**src/rtl/buck_loop_controller_pkg.sv**
```systemverilog
// Shared types, default widths and saturation helper for the buck loop controller.
package buck_ctrl_pkg;

    localparam int DATA_WIDTH_DEF    = 25;
    localparam int DECIMAL_WIDTH_DEF = 16;
    localparam int DUTY_WIDTH_DEF    = 16;
    localparam int MAX_DUTY_DEF      = 6000;

    // Internal arithmetic width: wide enough for any DATA_WIDTH x (DATA_WIDTH+1)
    // product plus headroom, so intermediate sums never wrap.
    localparam int WIDE_W = 64;
    typedef logic signed [WIDE_W-1:0] wide_t;

    typedef enum logic [1:0] {
        IDLE      = 2'd0,
        SOFTSTART = 2'd1,
        REGULATE  = 2'd2,
        FAULT     = 2'd3
    } state_e;

    // Saturate x into [lo, hi] using signed comparison.
    function automatic wide_t clamp_wide(input wide_t x, input wide_t lo, input wide_t hi);
        if (x < lo) begin
            return lo;
        end else if (x > hi) begin
            return hi;
        end
        return x;
    endfunction

endpackage

```
**src/rtl/buck_loop_controller_if.sv**
```systemverilog
// Signal bundle between the loop controller and its environment.
// clock_enable is a one-cycle sample qualifier with no backpressure: the
// controller never stalls the sampler, it flags sample_overrun instead when a
// strobe lands while the PI pipeline is still busy.
interface buck_loop_controller_if #(
    parameter int DATA_WIDTH = 25,
    parameter int DUTY_WIDTH = 16
);
    logic                          clock_enable;
    logic                          enable;
    logic signed [DATA_WIDTH-1:0]  voltage_reference;
    logic signed [DATA_WIDTH-1:0]  output_voltage;
    logic signed [DATA_WIDTH-1:0]  inductor_current;
    logic signed [DATA_WIDTH-1:0]  current_limit;
    logic signed [DATA_WIDTH-1:0]  kp;
    logic signed [DATA_WIDTH-1:0]  ki;
    logic signed [DATA_WIDTH-1:0]  softstart_step;
    logic        [DUTY_WIDTH-1:0]  duty_cycle;
    logic        [1:0]             state;
    logic                          fault;
    logic                          sample_overrun;

    modport master (
        output clock_enable, enable, voltage_reference, output_voltage,
               inductor_current, current_limit, kp, ki, softstart_step,
        input  duty_cycle, state, fault, sample_overrun
    );

    modport slave (
        input  clock_enable, enable, voltage_reference, output_voltage,
               inductor_current, current_limit, kp, ki, softstart_step,
        output duty_cycle, state, fault, sample_overrun
    );
endinterface

```
**src/rtl/buck_loop_controller_pi_pipeline.sv**
```systemverilog
// Four-stage PI pipeline: error, gain products, clamped integrator, saturated duty.
module pi_pipeline
    import buck_ctrl_pkg::*;
#(
    parameter int DATA_WIDTH    = DATA_WIDTH_DEF,
    parameter int DECIMAL_WIDTH = DECIMAL_WIDTH_DEF,
    parameter int DUTY_WIDTH    = DUTY_WIDTH_DEF,
    parameter int MAX_DUTY      = MAX_DUTY_DEF
) (
    input  logic                          aclk,
    input  logic                          reset,
    input  logic                          flush_i,
    input  logic                          start_i,
    input  logic signed [DATA_WIDTH-1:0]  ref_i,
    input  logic signed [DATA_WIDTH-1:0]  vout_i,
    input  logic signed [DATA_WIDTH-1:0]  kp_i,
    input  logic signed [DATA_WIDTH-1:0]  ki_i,
    output logic                          busy_o,
    output logic        [DUTY_WIDTH-1:0]  duty_o
);
    localparam int    ERR_W     = DATA_WIDTH + 1;
    localparam int    PROD_W    = DATA_WIDTH + ERR_W;
    localparam wide_t INTEG_MAX = wide_t'(MAX_DUTY) <<< DECIMAL_WIDTH;
    localparam wide_t DUTY_MAX  = wide_t'(MAX_DUTY);

    logic                     v1_q, v2_q, v3_q;
    logic signed [ERR_W-1:0]  err_q, err_d;
    logic signed [PROD_W-1:0] kp_w, ki_w, err_w, p_prod, i_prod;
    wide_t                    p_q, p_d, iinc_q, iinc_d, p3_q, integ_q, integ_d, u_sat;
    logic [DUTY_WIDTH-1:0]    duty_q, duty_d;

    // Stage datapaths: sign-extended operands so no stage can wrap.
    always_comb begin
        err_d   = $signed({ref_i[DATA_WIDTH-1], ref_i}) - $signed({vout_i[DATA_WIDTH-1], vout_i});
        kp_w    = {{(PROD_W-DATA_WIDTH){kp_i[DATA_WIDTH-1]}}, kp_i};
        ki_w    = {{(PROD_W-DATA_WIDTH){ki_i[DATA_WIDTH-1]}}, ki_i};
        err_w   = {{(PROD_W-ERR_W){err_q[ERR_W-1]}}, err_q};
        p_prod  = kp_w * err_w;
        i_prod  = ki_w * err_w;
        p_d     = wide_t'(p_prod >>> DECIMAL_WIDTH);
        iinc_d  = wide_t'(i_prod >>> DECIMAL_WIDTH);
        integ_d = clamp_wide(integ_q + iinc_q, '0, INTEG_MAX);
        u_sat   = clamp_wide((p3_q + integ_q) >>> DECIMAL_WIDTH, '0, DUTY_MAX);
        duty_d  = u_sat[DUTY_WIDTH-1:0];
    end

    // Pipeline registers; a flush drops in-flight samples and zeroes integrator and duty.
    always_ff @(posedge aclk) begin
        if (reset || flush_i) begin
            v1_q    <= 1'b0;
            v2_q    <= 1'b0;
            v3_q    <= 1'b0;
            err_q   <= '0;
            p_q     <= '0;
            iinc_q  <= '0;
            p3_q    <= '0;
            integ_q <= '0;
            duty_q  <= '0;
        end else begin
            v1_q <= start_i;
            v2_q <= v1_q;
            v3_q <= v2_q;
            if (start_i) begin
                err_q <= err_d;
            end
            if (v1_q) begin
                p_q    <= p_d;
                iinc_q <= iinc_d;
            end
            if (v2_q) begin
                integ_q <= integ_d;
                p3_q    <= p_q;
            end
            if (v3_q) begin
                duty_q <= duty_d;
            end
        end
    end

    assign busy_o = v1_q | v2_q | v3_q;
    assign duty_o = duty_q;

endmodule

```
**src/rtl/buck_loop_controller.sv**
```systemverilog
// Buck loop controller top: mode FSM, soft-start reference, over-current trip, overrun flag.
module buck_loop_controller
    import buck_ctrl_pkg::*;
#(
    parameter int DATA_WIDTH    = DATA_WIDTH_DEF,
    parameter int DECIMAL_WIDTH = DECIMAL_WIDTH_DEF,
    parameter int DUTY_WIDTH    = DUTY_WIDTH_DEF,
    parameter int MAX_DUTY      = MAX_DUTY_DEF
) (
    input  logic                   aclk,
    input  logic                   reset,
    buck_loop_controller_if.slave  bus
);
    state_e                       state_q, state_d;
    logic signed [DATA_WIDTH-1:0] ref_active_q, ref_active_d;
    logic                         overrun_q, overrun_d;
    logic signed [DATA_WIDTH:0]   ss_sum, vref_ext;
    logic                         trip, busy, flush, start;
    logic [DUTY_WIDTH-1:0]        duty;

    // Next-state, reference and pipeline control; disable beats fault beats strobe.
    always_comb begin
        state_d      = state_q;
        ref_active_d = ref_active_q;
        ss_sum       = $signed({ref_active_q[DATA_WIDTH-1], ref_active_q})
                     + $signed({bus.softstart_step[DATA_WIDTH-1], bus.softstart_step});
        vref_ext     = $signed({bus.voltage_reference[DATA_WIDTH-1], bus.voltage_reference});
        trip         = bus.clock_enable && (bus.inductor_current > bus.current_limit)
                     && (state_q != FAULT);
        if (!bus.enable) begin
            state_d      = IDLE;
            ref_active_d = '0;
        end else if (trip) begin
            state_d      = FAULT;
            ref_active_d = '0;
        end else begin
            case (state_q)
                IDLE: begin
                    state_d      = SOFTSTART;
                    ref_active_d = '0;
                end
                SOFTSTART: begin
                    if (bus.clock_enable) begin
                        if (ss_sum >= vref_ext) begin
                            ref_active_d = bus.voltage_reference;
                            state_d      = REGULATE;
                        end else begin
                            ref_active_d = ss_sum[DATA_WIDTH-1:0];
                        end
                    end
                end
                REGULATE: begin
                    if (bus.clock_enable) begin
                        ref_active_d = bus.voltage_reference;
                    end
                end
                default: begin
                    state_d = FAULT;
                end
            endcase
        end
        flush     = (state_d == IDLE) || (state_d == FAULT);
        start     = bus.clock_enable && !busy && !flush
                  && ((state_q == SOFTSTART) || (state_q == REGULATE));
        overrun_d = overrun_q | (bus.clock_enable && busy);
    end

    // State, active reference and sticky overrun registers.
    always_ff @(posedge aclk) begin
        if (reset) begin
            state_q      <= IDLE;
            ref_active_q <= '0;
            overrun_q    <= 1'b0;
        end else begin
            state_q      <= state_d;
            ref_active_q <= ref_active_d;
            overrun_q    <= overrun_d;
        end
    end

    pi_pipeline #(
        .DATA_WIDTH    (DATA_WIDTH),
        .DECIMAL_WIDTH (DECIMAL_WIDTH),
        .DUTY_WIDTH    (DUTY_WIDTH),
        .MAX_DUTY      (MAX_DUTY)
    ) u_pi (
        .aclk    (aclk),
        .reset   (reset),
        .flush_i (flush),
        .start_i (start),
        .ref_i   (ref_active_q),
        .vout_i  (bus.output_voltage),
        .kp_i    (bus.kp),
        .ki_i    (bus.ki),
        .busy_o  (busy),
        .duty_o  (duty)
    );

    assign bus.duty_cycle     = duty;
    assign bus.state          = state_q;
    assign bus.fault          = (state_q == FAULT);
    assign bus.sample_overrun = overrun_q;

endmodule
```
**src/flat_wrapper.sv**
```systemverilog
// flat-port wrapper written by rule: the top's interface ports become plain ports
module buck_loop_controller_flat import buck_ctrl_pkg::*;
#(
    parameter int DATA_WIDTH    = DATA_WIDTH_DEF,
    parameter int DECIMAL_WIDTH = DECIMAL_WIDTH_DEF,
    parameter int DUTY_WIDTH    = DUTY_WIDTH_DEF,
    parameter int MAX_DUTY      = MAX_DUTY_DEF
)
  (aclk, reset, bus_clock_enable, bus_enable, bus_voltage_reference, bus_output_voltage, bus_inductor_current, bus_current_limit, bus_kp, bus_ki, bus_softstart_step, bus_duty_cycle, bus_state, bus_fault, bus_sample_overrun);
  buck_loop_controller_if #(.DATA_WIDTH(DATA_WIDTH), .DUTY_WIDTH(DUTY_WIDTH)) bus_i ();
  input  logic aclk;
  input  logic reset;
  input wire logic [$bits(bus_i.clock_enable)-1:0] bus_clock_enable;
  input wire logic [$bits(bus_i.enable)-1:0] bus_enable;
  input wire logic [$bits(bus_i.voltage_reference)-1:0] bus_voltage_reference;
  input wire logic [$bits(bus_i.output_voltage)-1:0] bus_output_voltage;
  input wire logic [$bits(bus_i.inductor_current)-1:0] bus_inductor_current;
  input wire logic [$bits(bus_i.current_limit)-1:0] bus_current_limit;
  input wire logic [$bits(bus_i.kp)-1:0] bus_kp;
  input wire logic [$bits(bus_i.ki)-1:0] bus_ki;
  input wire logic [$bits(bus_i.softstart_step)-1:0] bus_softstart_step;
  output wire logic [$bits(bus_i.duty_cycle)-1:0] bus_duty_cycle;
  output wire logic [$bits(bus_i.state)-1:0] bus_state;
  output wire logic [$bits(bus_i.fault)-1:0] bus_fault;
  output wire logic [$bits(bus_i.sample_overrun)-1:0] bus_sample_overrun;
  assign bus_i.clock_enable = bus_clock_enable;
  assign bus_i.enable = bus_enable;
  assign bus_i.voltage_reference = bus_voltage_reference;
  assign bus_i.output_voltage = bus_output_voltage;
  assign bus_i.inductor_current = bus_inductor_current;
  assign bus_i.current_limit = bus_current_limit;
  assign bus_i.kp = bus_kp;
  assign bus_i.ki = bus_ki;
  assign bus_i.softstart_step = bus_softstart_step;
  assign bus_duty_cycle = bus_i.duty_cycle;
  assign bus_state = bus_i.state;
  assign bus_fault = bus_i.fault;
  assign bus_sample_overrun = bus_i.sample_overrun;
  buck_loop_controller #(.DATA_WIDTH(DATA_WIDTH), .DECIMAL_WIDTH(DECIMAL_WIDTH), .DUTY_WIDTH(DUTY_WIDTH), .MAX_DUTY(MAX_DUTY)) u_core (.aclk(aclk), .reset(reset), .bus(bus_i));
endmodule
```
**config.mk**
```make
export PLATFORM = sky130hd
export DESIGN_NAME = buck_loop_controller_flat
export DESIGN_NICKNAME = d
export VERILOG_FILES = /design/src/rtl/buck_loop_controller_pkg.sv /design/src/rtl/buck_loop_controller_if.sv /design/src/rtl/buck_loop_controller_pi_pipeline.sv /design/src/rtl/buck_loop_controller.sv /design/src/flat_wrapper.sv
export SDC_FILE = /design/constraint.sdc
export NUM_CORES = 2
export LEC_CHECK = 0
export ABC_AREA = 0
export CAP_MARGIN = 20
export CORE_MARGIN = 2
export CORE_UTILIZATION = 65
export CTS_CLUSTER_DIAMETER = 40
export DETAILED_ROUTE_END_ITERATION = 8
export DONT_BUFFER_PORTS = 1
export GPL_TIMING_DRIVEN = 0
export MAX_ROUTING_LAYER = met4
export PLACE_DENSITY = 0.84
export SETUP_SLACK_MARGIN = 0.3
export SLEW_MARGIN = 0
export SYNTH_ARGS = -nofsm -noshare
export SYNTH_HDL_FRONTEND = slang
export SYNTH_SLANG_ARGS = --single-unit
```
**constraint.sdc**
```tcl
create_clock -name aclk -period 10.8 [get_ports aclk]
set_clock_uncertainty 0.05 [all_clocks]
set_input_delay 2.16 -clock aclk [delete_from_list [all_inputs] [get_ports aclk]]
set_output_delay 2.16 -clock aclk [all_outputs]
set_load 0.05 [all_outputs]
```
Yosys cells after proc, flatten, opt, wreduce, memory -nomap -nowiden
Index checks and enable logic that the tools add are counted.

Register bits after elaboration: 242. Input port bits: 179. Output and inout bits: 20. Word-level logic and storage cells: 70.

Add/subtract/negate cells: 4. $mul: 2. Magnitude comparators: 6. Equal/unequal tests: 7. Multiplexer cells: 19. Bitwise gates (word level): 4. Reduce and logical (&&, ||, !) cells: 16.

Operators with widths (number): $mux W64 (3); $mul A25 B26 Y51 (2); $mux W25 (3); $pmux W25 S3 (1); $add A35 B64 Y64 (1); $add A64 B35 Y64 (1); $gt A64 B30 Y1 const B (1); $lt A64 B1 Y1 const B (1); $gt A48 B14 Y1 const B (1); $lt A48 B1 Y1 const B (1); $mux W16 (3); $add A25 B25 Y26 (1); $ge A26 B25 Y1 (1); $sub A25 B25 Y26 (1); $gt A25 B25 Y1 (1); $mux W2 (4); $eq A2 B2 Y1 const B (3); $logic_and A1 B1 Y1 (6); $ne A2 B2 Y1 const B (3); $pmux W2 S3 (1); $logic_not A2 Y1 (2); $mux W1 (4); $logic_or A1 B1 Y1 (3); $or A1 B1 Y1 (3); other kinds (6) (7).

Longest topological paths before layout
Depth after elaboration: 12. Depth in mapped cells: 31. Gate-level depth less buffers: 29.

Hierarchy
From an unflattened synthesis, not the netlist that was laid out.

Cells, all modules: 7438. Area, all modules: 65947.0 um^2.

Modules (own cells, without submodules): pi_pipeline (times used 1, cells an instance 6920, area an instance 61884.4 um^2); buck_loop_controller (times used 1, cells an instance 518, area an instance 4062.6 um^2).

Worst setup path before layout
No wires, ideal clock.

Path kind: input to register. Start: input port bus_kp[4]. End: register u_core.u_pi.p_q[34] (netlist name). Setup time: 0.128 ns. Data arrival time: 9.397 ns. Data required time: 10.622 ns. Path slack: 1.225 ns. Cell stages on the path: 29. Buffers on the path: 2. Path through: clkbuf_1 clkbuf_1 nand2_1 fa_1 inv_1 fa_1 inv_1 fa_1 inv_1 fa_1 inv_1 fa_1 inv_1 fa_1 fa_1 ha_1 nand4_1 a211oi_1 a211oi_1 a211o_1 o31ai_1 a21oi_1 o21ai_1 a21oi_1 o311a_1 o21ai_1 o41ai_1 a41oi_1 nor2_1.

Longest elaborated chain between the ends: 1.

RTL lines: start: declaration (line flat_wrapper.sv:19) `input wire logic [$bits(bus_i.kp)-1:0] bus_kp;`; $mul A25 B26 Y51 (line buck_loop_controller_pi_pipeline.sv:38) `p_prod = kp_w * err_w;`.

No other way between the ends. A chain may end at the register's enable or synchronous reset.

Worst setup path in the final report
Start: input port bus_ki[18]. End: register u_core.u_pi.iinc_q[28].

Longest elaborated chain between the ends: 1.

RTL lines: start: declaration (line flat_wrapper.sv:20) `input wire logic [$bits(bus_i.ki)-1:0] bus_ki;`; $mul A25 B26 Y51 (line buck_loop_controller_pi_pipeline.sv:39) `i_prod = ki_w * err_w;`; end signal: assignment (line buck_loop_controller_pi_pipeline.sv:68) `iinc_q <= iinc_d;`; end: declaration (line buck_loop_controller_pi_pipeline.sv:29) `wide_t p_q, p_d, iinc_q, iinc_d, p3_q, integ_q, integ_d, u_sat;`.

No other way between the ends.

==> run summary <==
The flow ran to the end, and the final reports show no timing, DRC or antenna violations. In this run the static leakage power is 34.6 nW. The power per cell area was 56.2 nW/µm². The routed layout has 54.3k vias. The effective utilization at floorplan is 65.7%, and the final routed wire length divided by cell count is 25.3 µm.

For this run, the detailed router's first-pass iteration total came to 9. The worst hold path belongs to the class reg2reg. Ranked by total cell area, the synthesized netlist is headed by fa_1, ha_1, inv_1, dfxtp_1, and2_1.

STA puts the critical path data arrival time at 10.77 ns. Based on the critical path, the design can be clocked at up to 0.0969 GHz. TritonCTS built the clock tree. At the pin with the least slew margin, the transition time is 1.27 ns. The first global-routing pass estimated 347,000 µm of wire. The number of pins with negative max-slew slack in the final report was 0. The run gives 194,000 µm as the half-perimeter wire length after placement.

Setup repair after global routing left no endpoint under its margin. For the number of buffers between clock root and the deepest sink, the log shows 3. Worst hold path startpoint: u_core.u_pi.integ_q[0].

When the netlist entered floorplanning its net count stood at 9,552. Input and output buffers added on the ports amount to 0. For the total CTS buffers, the log shows 29.

In the final design database the tool counted 9,602 nets. The worst stage delay on the critical path was 0.77 ns; the synthesis warning total was 0. The capturing element type of the critical path was a flop. In the synthesized netlist the async set-or-reset flop fraction comes to 0%.

The number of global-route vias before repair came out at 57.2k. After clock tree synthesis, the flow added hold-fix buffers numbering 0. The die covers 104,000 µm².

The tools report the post-route antenna net violation count as 0. In the final timing run, aggregate negative setup slack is 0 ns. The detailed router's first-iteration violation count is 5,014, and the met2 capacity usage during global routing is 70.8%. In this design, the critical path's most frequently occurring cell is fa_1.

The initial antenna violation count was 19. The worst setup path is launched from an input port. The family of cells with the greatest summed delay on the critical path is adder cells.

Classification of the worst setup path: in2reg. The tool flagged a number of max-cap violations equal to 0. VDD sags by at most 0.000116 V.

Cells fill 68.9% of the core in the end. Yosys instantiated no cell more often than inv_1. Wires add up to 227,000 µm. The number of enable flip-flop cells after synthesis is 0. Clock-pin slew was measured on the worst setup and hold paths at 0.07 ns. The number of instances in the synthesized netlist was 7,500; the final setup slack of the worst path was 0.478 ns. The clock insertion delay at the later pin of the skew report was 0.61 ns; the average size of a mapped cell was 8.79 µm². The biggest area contributor in the post-synthesis netlist is fa_1. The final routed DRC violation total is 0. The critical path starts at bus_ki[18]. The mapped netlist covers 65,900 µm².

The total count of hold-check failures in the final report is 0, and the core area is 100,000 µm². In the routed layout, each cell is associated on average with a via count of 6.06. Pin placement for this block handled 199 I/O pins. Number of H-tree levels: 1.

Among all flip-flop cells after synthesis, the most frequent one is dfxtp_1. The die span in x was 322 µm. The launching point of the worst reg2reg path was u_core.u_pi.err_q[0].

The pre-CTS setup slack is -0.787 ns, and the height of the die is 322 µm. Number of buffer and inverter instances along the worst setup path: 7. The largest driver fanout on the critical path works out to 10. For met3 alone, demand over resource in global routing was 11.8%. The congestion estimate from routability-driven global placement came to 1.08. In this run, distinct cell masters in the synthesized netlist total 98.

Setup violations remaining at the end of the flow were counted as 0. The tree is rooted in a clkbuf_16. The layer with the highest usage was met2.

For this design, the sink count on the clock tree is 242. The tools report the worst slew margin relative to its limit as 15.3%. The number of rows in the core area was 116; the fraction of synthesized cell area taken by the top area cell type was 41.4%. The all-layer global routing usage was 46.5%.

The total of flip-flops plus latches after synthesis came out at 242. The area growth from synthesis to layout is 4.78%. Period utilization: 95.6%. For the finished layout, the period the worst path requires is 10.32 ns.

For the sequential cell area fraction in the yosys report, the log shows 7.35%. The critical-path cell with the highest stage delay is o31ai_1. The commonest cells after synthesis are inv_1, fa_1, nand2_1, and2_1, ha_1. In the final layout, the share of cells above drive strength 1 is 2.52%. The required time reported for the critical path endpoint came out at 11.25 ns. The total overflow left after global routing is 0. The largest net degree at the start of global routing is 25. For this run, global-route usage on met1 was measured as 54.2%.
==> registers in the layout, indices dropped and copies added, names as in the netlist <==
register                   count
u_core.u_pi.integ_q           64
u_core.u_pi.iinc_q            35
u_core.u_pi.p3_q              35
u_core.u_pi.p_q               35
u_core.u_pi.err_q             26
u_core.ref_active_q           25
u_core.u_pi.duty_o            16
u_core.bus.state               2
u_core.bus.sample_overrun      1
u_core.u_pi.v1_q               1
u_core.u_pi.v2_q               1
u_core.u_pi.v3_q               1
==> routing by layer <==
layer,wire length (µm),up-vias
li1,-,23446
met1,81000,26979
met2,102000,2929
met3,23800,958
met4,20100,0
met5,0,-
==> layout make-up <==
cell class,count,area (µm²)
diodes,32,80.1
plain buffers,368,1490
clock buffers,30,729
clock inverters,23,355
fillers,8054,31200
inverters,1450,5450
multi-input cells,5440,54200
flip-flops and latches,242,4840
well taps,1357,1700
repair buffers,19,223
==> logic make-up after synthesis <==
| group | after synthesis | synth area share, % |
|---|---|---|
| DFF | 242 | 7.35 |
| xor gates and xnor gates | 185 | 2.46 |
| muxes | 96 | 1.47 |
| buffers and inverters | 1818 | 10.5 |
| adders and majority gates | 1873 | 51.1 |
| AOI/OAI and AO/OA | 988 | 9.93 |
| and+or+nand+nor | 2298 | 17.2 |
==> layout by cell type (no fill, tap or decap), types with 18 or more instances in the layout <==
master,count
a211oi_1,44
nand2b_1,51
nor2b_1,33
mux2i_1,87
nor3_1,55
nand2_1,866
fa_1,1363
nand3_1,74
o21ai_1,20
xnor2_1,134
o21ai_0,165
inv_1,1444
nand4_1,55
o211ai_1,19
a21o_1,111
or3_1,18
clkbuf_1,317
diode_2,32
a21oi_1,310
a22oi_1,21
o21bai_1,37
o31ai_1,18
o21a_1,31
nor2_1,342
xor2_1,50
clkbuf_16,29
dfxtp_1,242
clkbuf_2,20
a31oi_1,33
and2_1,671
and3_1,40
ha_1,510
==> stage by stage <==
stage          hold slack [ns]  power (mW)  cells  cell area [µm²]
6_report                 0.431        3.88   8961            69100
5_1_grt                  0.460        4.08   8951            69100
4_1_cts                  0.431        3.85   8922            68900
3_5_place_dp             0.421        2.71   8869            67800
3_3_place_gp             0.412        2.67   8857            67600
2_1_floorplan            0.391        2.08   7500            65900
==> power breakdown <==
group | total [mW] | internal, mW | switching, mW
clock network | 1.11 | 0.620 | 0.486
logic | 1.87 | 0.666 | 1.20
registers | 0.905 | 0.895 | 0.00915
total | 3.88 | 2.18 | 1.70
==> final timing paths <==
| path | slack [ns] | endpoint | cells past startpoint |
|---|---|---|---|
| setup / recovery | 0.48 | u_core.u_pi.iinc_q[28] | 27 |
| hold / removal | 0.43 | u_core.u_pi.integ_q[0] | 2 |
| setup reg to reg | 0.86 | u_core.u_pi.p_q[34] | 28 |
| hold reg to reg | 0.43 | u_core.u_pi.integ_q[0] | 2 |
==> worst min-delay path, stage by stage (launching register included) <==
cell and delay, ns:
dfxtp_1 0.33, nand2_1 0.06, o21ai_1 0.05
==> what timing repair did <==
action                                  4_1_cts  5_1_grt
endpoints found under the setup margin       18       10
pin swaps                                     0        1
gates resized for setup                      13       24
buffers inserted                              0        3
gates cloned                                  0        0
Power figures use the tool's default switching activity.
